--- src/rtl/mult_acc_stage.sv ---
//------------------------------------------------------------------------------
// Module      : mult_acc_stage
// Description : Sums frames of unsigned products and presents the sum and term
//               count on a valid/ready output. Optional macro ACC_SATURATE_EN
//               clamps the accumulator on overflow instead of wrapping.
// Revision    : 1.0 - initial release
//------------------------------------------------------------------------------
`default_nettype none

module mult_acc_stage #(
   parameter int PROD_W    = 32,
   parameter int ACC_W     = 40,
   parameter int MAX_TERMS = 256,
   localparam int CNT_W    = $clog2(MAX_TERMS + 1)
) (
   input  logic              clk,
   input  logic              rst,
   input  logic              acc_clr,
   input  logic              prod_valid,
   input  logic [PROD_W-1:0] prod_data,
   input  logic              prod_last,
   output logic              prod_ready,
   output logic              sum_valid,
   input  logic              sum_ready,
   output logic [ACC_W-1:0]  sum_data,
   output logic [CNT_W-1:0]  sum_count,
   output logic              sum_ovf
);

   localparam logic [1:0] c_st_idle  = 2'd0;
   localparam logic [1:0] c_st_accum = 2'd1;
   localparam logic [1:0] c_st_done  = 2'd2;

   localparam logic             c_single  = (MAX_TERMS == 1);
   localparam logic [CNT_W-1:0] c_max_cnt = CNT_W'(MAX_TERMS);

   logic [1:0]       r_state;
   logic [ACC_W-1:0] r_acc;
   logic [CNT_W-1:0] r_cnt;
   logic             r_ovf;

   logic             w_accept;
   logic [ACC_W:0]   w_sum;
   logic             w_carry;
   logic [ACC_W-1:0] w_acc_next;
   logic [CNT_W-1:0] w_cnt_inc;
   logic             w_at_max;

   always_comb begin
      w_accept  = prod_valid & prod_ready;
      w_sum     = {1'b0, r_acc} + (ACC_W+1)'(prod_data);
      w_carry   = w_sum[ACC_W];
      w_cnt_inc = r_cnt + CNT_W'(1);
      w_at_max  = (w_cnt_inc == c_max_cnt);
`ifdef ACC_SATURATE_EN
      // Once clamped every further add carries again (or adds zero), so the
      // clamp holds for the rest of the frame without extra state.
      w_acc_next = w_carry ? {ACC_W{1'b1}} : w_sum[ACC_W-1:0];
`else
      w_acc_next = w_sum[ACC_W-1:0];
`endif
   end

   always_ff @(posedge clk) begin
      if (rst || acc_clr) begin
         r_state <= c_st_idle;
         r_acc   <= '0;
         r_cnt   <= '0;
         r_ovf   <= 1'b0;
      end else begin
         case (r_state)
            c_st_idle: begin
               if (w_accept) begin
                  r_acc   <= ACC_W'(prod_data);
                  r_cnt   <= CNT_W'(1);
                  r_ovf   <= 1'b0;
                  r_state <= (prod_last || c_single) ? c_st_done : c_st_accum;
               end
            end
            c_st_accum: begin
               if (w_accept) begin
                  r_acc   <= w_acc_next;
                  r_cnt   <= w_cnt_inc;
                  r_ovf   <= r_ovf | w_carry;
                  r_state <= (prod_last || w_at_max) ? c_st_done : c_st_accum;
               end
            end
            c_st_done: begin
               if (sum_ready) begin
                  r_state <= c_st_idle;
                  r_acc   <= '0;
                  r_cnt   <= '0;
                  r_ovf   <= 1'b0;
               end
            end
            default: r_state <= c_st_idle;
         endcase
      end
   end

   // No skid buffer: input stalls for as long as a finished sum is held.
   always_comb begin
      prod_ready = ~rst & (r_state != c_st_done);
      sum_valid  = (r_state == c_st_done);
      sum_data   = sum_valid ? r_acc : '0;
      sum_count  = sum_valid ? r_cnt : '0;
      sum_ovf    = sum_valid & r_ovf;
   end

endmodule

`default_nettype wire
--- config.mk ---
export PLATFORM = sky130hd
export DESIGN_NAME = mult_acc_stage
export DESIGN_NICKNAME = d
export VERILOG_FILES = /design/src/rtl/mult_acc_stage.sv
export SDC_FILE = /design/constraint.sdc
export NUM_CORES = 1
export LEC_CHECK = 0
export ABC_CLOCK_PERIOD_IN_PS = 3950
export CORE_MARGIN = 3
export CORE_UTILIZATION = 53
export DETAILED_ROUTE_END_ITERATION = 10
export HOLD_SLACK_MARGIN = 0.05
export PLACE_DENSITY = 0.81
export SYNTH_ARGS = -nofsm -noshare
export SYNTH_HDL_FRONTEND = slang
export SYNTH_SLANG_ARGS = --single-unit
--- constraint.sdc ---
create_clock -name clk -period 3.95 [get_ports clk]
set_input_delay 0.79 -clock clk [delete_from_list [all_inputs] [get_ports clk]]
set_output_delay 0.79 -clock clk [all_outputs]
set_load 0.02 [all_outputs]
# Word-level counts from Yosys, hierarchy flattened
# Cells that the tools add are included.
op_classes:
  add_sub_neg: 2
  eq_ne: 7
  mux: 20
  bitwise: 5
  reduce_logical: 6
op_table:
  columns: ["op", "count"]
  rows:
  - ["$mux W40", 4]
  - ["$pmux W40 S3", 1]
  - ["$add A40 B32 Y41", 1]
  - ["$mux W9", 4]
  - ["$pmux W9 S3", 1]
  - ["$mux W2", 5]
  - ["$add A9 B1 Y9 const B", 1]
  - ["$eq A9 B9 Y1 const B", 1]
  - ["$ne A2 B2 Y1 const B", 3]
  - ["$pmux W2 S3", 1]
  - ["$reduce_and A4 Y1", 1]
  - ["$and A1 B1 Y1", 3]
  - ["$mux W1", 3]
  - ["$pmux W1 S3", 1]
  - ["$reduce_and A3 Y1", 1]
  - ["$reduce_bool A3 Y1", 1]
  - ["$eq A2 B1 Y1 const B", 1]
  - ["$eq A2 B2 Y1 const B", 1]
  - ["$logic_not A2 Y1", 1]
  - ["$logic_or A1 B1 Y1", 2]
  - ["$ne A2 B1 Y1 const B", 1]
  - ["$not A1 Y1", 1]
  - ["$or A1 B1 Y1", 1]
word_totals:
  register_bits: 52
  in_bits: 38
  output_inout_bits: 52
  word_cells: 44

# Longest topological paths before layout
# Gate-level depths: netlist of run 1.
depth:
  depth_word: 6
  ltp_mapped: 12
  depth_no_buf: 11

# Least setup slack after synthesis of run 1
# No wires, ideal clock.
synth_path:
  kind: "input -> register"
  from: "in prod_data[0]"
  to: "reg r_acc[38]"
  setup_time_ns: 0.127
  arrival_time_ns: 3.050
  required_ns: 3.823
  path_slack_ns: 0.772
  stages: 11
  n_path_buf: 0
  path_cell_list: "ha_1 > fa_1 > a211oi_1 > o21bai_1 > a21oi_1 > o211ai_1 > a21oi_1 > nor2_1 > a21oi_1 > mux2i_1 > o211ai_1"
synth_between:
  elab_chain_cells: 3
synth_lines:
  columns: ["element", "line_no", "text"]
  rows:
  - ["start: declaration", "20", "input logic [PROD_W-1:0] prod_data,"]
  - ["$add A40 B32 Y41", "51", "w_sum = {1'b0, r_acc} + (ACC_W+1)'(prod_data);"]
  - ["$mux W40", "81", "if (w_accept) begin"]
  - ["$pmux W40 S3", "71", "case (r_state)"]
  - ["end signal: assignment", "74", "r_acc <= ACC_W'(prod_data);"]
  - ["end signal: assignment", "82", "r_acc <= w_acc_next;"]
  - ["end: declaration", "38", "logic [ACC_W-1:0] r_acc;"]
# Every way passes these cells. The select of a mux whose other input is x is not followed.
# A chain may end at the register's enable or synchronous reset.

# Worst setup path in the final report of run 1
# Same ends and word-level chain as after synthesis.

==> results of run 1 <==
## cell type report
| type | instances | share of cell area |
|---|---|---|
| tap | 105 | 0.0232 |
| clock buffer | 5 | 0.0121 |
| timing repair buffer | 103 | 0.176 |
| multi-input combinational | 514 | 0.590 |
| clock inverter | 3 | 0.00397 |
| sequential | 52 | 0.184 |
| inverter | 17 | 0.0113 |
## through the flow
step,util,worst slack [ns]
after floorplan,-,0.772
after global placement,0.665,0.211
after detailed placement,0.665,0.187
after CTS,0.676,0.506
after global routing,0.676,0.317
final,0.676,0.467
## report_power, final
group / switching (mW) / internal [mW]
combinational: 0.189 / 0.138
sequential: 0.00980 / 0.537
clock: 0.211 / 0.128
## critical path, stage by stage
cell and delay (ns):
clkdlybuf4s50_1 0.43, ha_1 0.25, fa_1 0.44, a211oi_1 0.27, o21bai_1 0.15, a21oi_1 0.23, o211ai_1 0.15, a21oi_1 0.19
nor2_1 0.13, a21oi_1 0.16, buf_4 0.18, mux2i_1 0.22, o211ai_1 0.11
## worst max path at each step
stage,from,endpoint,slack [ns],depth (start not counted)
2_1_floorplan,prod_data[0],r_acc[38]$_SDFFE_PP0P_,0.77,11
3_3_place_gp,prod_data[1],r_acc[19]$_SDFFE_PP0P_,0.21,12
3_5_place_dp,prod_data[0],r_acc[38]$_SDFFE_PP0P_,0.19,13
4_1_cts,prod_data[0],r_acc[38]$_SDFFE_PP0P_,0.51,13
5_1_grt,prod_data[0],r_acc[38]$_SDFFE_PP0P_,0.32,13
6_report,prod_data[0],r_acc[38]$_SDFFE_PP0P_,0.47,13
## registers in the layout (all words and copies together) (netlist names)
signal / cells
r_acc: 40
r_cnt: 9
r_state: 2
r_ovf: 1
## Yosys cell counts (all sizes together), types with 10 or more instances
master  count
a21oi      58
nor2       56
and2       55
dfxtp      52
o21ai      48
nand2      38
clkbuf     36
ha         36
a221oi     25
nand3      25
nor3       21
xnor2      18
inv        17
a21o       12
nand4      10
xor2       10
## per-layer routing
layer / GRT usage / vias up / part of all wire
li1: - / 2425 / -
met1: 0.381 / 2334 / 0.45
met2: 0.451 / 191 / 0.47
met3: 0.0354 / 18 / 0.062
met4: 0.0622 / 0 / 0.017
met5: 0 / - / 0
## kinds of logic (layout without fill, tap and decap cells)
| group | count (synthesis) | in the layout | synth area share |
|---|---|---|---|
| mux | 5 | 5 | 0.0107 |
| buf+inv | 60 | 128 | 0.0654 |
| xor+xnor | 28 | 28 | 0.0523 |
| simple gates | 246 | 246 | 0.273 |
| fa+ha+maj | 37 | 37 | 0.100 |
| compound gates | 198 | 198 | 0.276 |
| flops | 52 | 52 | 0.222 |
==> flow_summary.json, run 1 <==
{
  "worst_setup_path_end_kind": "register",
  "yosysUniqueCellTypes": 61,
  "cp-start-kind": "input port",
  "place_hpwl_mm": 10.1,
  "wl_per_cell_um": 17.1,
  "vias_per_cell": 6.22,
  "cts.path.max_buffers": 2,
  "crit_required_ns": 4.16,
  "total_power_mw": 1.21,
  "avgSynthCellArea_sq_um": 7.48,
  "yosys.area.top_type": "dfxtp_1",
  "hold_class": "reg -> reg",
  "ys_seq_elements": 52,
  "reg2reg_slack_ns": 0.99,
  "drc_errors": 0,
  "tightest_slew_ns": 1.00,
  "finalCritPeriodShare": 0.882,
  "tns_ns": 0,
  "holdWs_ns": 0.492,
  "synth.top_cell.area_share": 0.222,
  "grt_max_degree": 38,
  "num_vias": 4968,
  "p_per_area_nw_per_um2": 214,
  "cts_tree": "built",
  "die_h_um": 100,
  "final-hold-violation-count": 0,
  "grt.overflow.total": 0,
  "fin_crit_ns": 3.48,
  "final_cell_mix": "clkdlybuf4s50_1 (89), a21oi_1 (57), nor2_1 (56), and2_1 (53), dfxtp_1 (52)",
  "drt_iter0_drc": 270,
  "drv_cap": 0,
  "cts_root_buf": "clkbuf_8",
  "syn_nets": 701,
  "clock-sinks": 52,
  "regArea_sq_um": 1040,
  "multi_input_area_sq_um": 3340,
  "num_antenna_cells": 0,
  "h-tree-depth": 2,
  "async_flop_share": 0,
  "p_leak_nw": 2.27,
  "slew_viol_final": 0,
  "mostFrequentLayoutCell": "clkdlybuf4s50_1",
  "syn_to_final_growth_pct": 21.0,
  "cts.reportedPaths.clkPinSlew_ns": 0.12,
  "initial_utilization": 0.559,
  "hold_buffers": 0,
  "post_cts_buffers": 0,
  "cts_resized": 0,
  "status": "finished clean",
  "min_path_cells": 2,
  "wirelength_mm": 13.7,
  "final_cells": 799,
  "critPathArrivalTime_ns": 3.70,
  "antenna_found_initial": 0,
  "reg2reg_to": "r_cnt[7]$_SDFFE_PP0P_",
  "hold_end": "r_cnt[1]$_SDFFE_PP0P_",
  "grt_pass1_vias": 4720,
  "setup_viol": 0,
  "clock_latency_ns": 0.32,
  "ys.flop_type": "dfxtp_1",
  "nFillCells": 751,
  "dp.cells": 791,
  "slew_headroom": 0.330,
  "grt_pass1_wl_mm": 22.9,
  "final_antenna_net_count": 0,
  "coreArea_sq_um": 8380,
  "fin_skew_ns": 0.0114,
  "netlist_instances": 626,
  "yosys_warnings": 0,
  "max_freq_mhz": 287,
  "final_area_sq_um": 5670,
  "port-buffer-count": 89,
  "die_x_um": 100,
  "worstPathMaxFanout": 8,
  "synth_area_sq_um": 4680,
  "place_area_sq_um": 5580,
  "ys_top_cells_by_area": "dfxtp_1 (22%), ha_1 (9.6%), and2_1 (7.1%)",
  "grtUsageTotal": 0.273,
  "worstReg2RegStart": "r_state[0]$_SDFFE_PP0P_",
  "vdd_drop_max_mv": 0.165,
  "r2r_cells": 10,
  "io_pins": 90,
  "gp_congestion": 0.920,
  "drt_pre_antenna_iters": 5,
  "hold_start": "r_cnt[1]$_SDFFE_PP0P_",
  "core.rowCount": 33,
  "worstSetupPathType": "in -> reg",
  "layout-drive-gt1-share": 0.0476,
  "rsz0062_at_grt": "false",
  "synth_edf_count": 0,
  "fin_nets": 768,
  "dieArea_sq_um": 10000,
  "cts-buffers-inserted": 5,
  "seq_area_frac_synth": 0.222
}
(Power assumes the default switching activity.)
==> run 2, diff against run 1 <==
ABC_AREA = 0   (was not set)
==> results of run 2 <==
No change in the layout: final DEF, timing and power equal those of run 1.
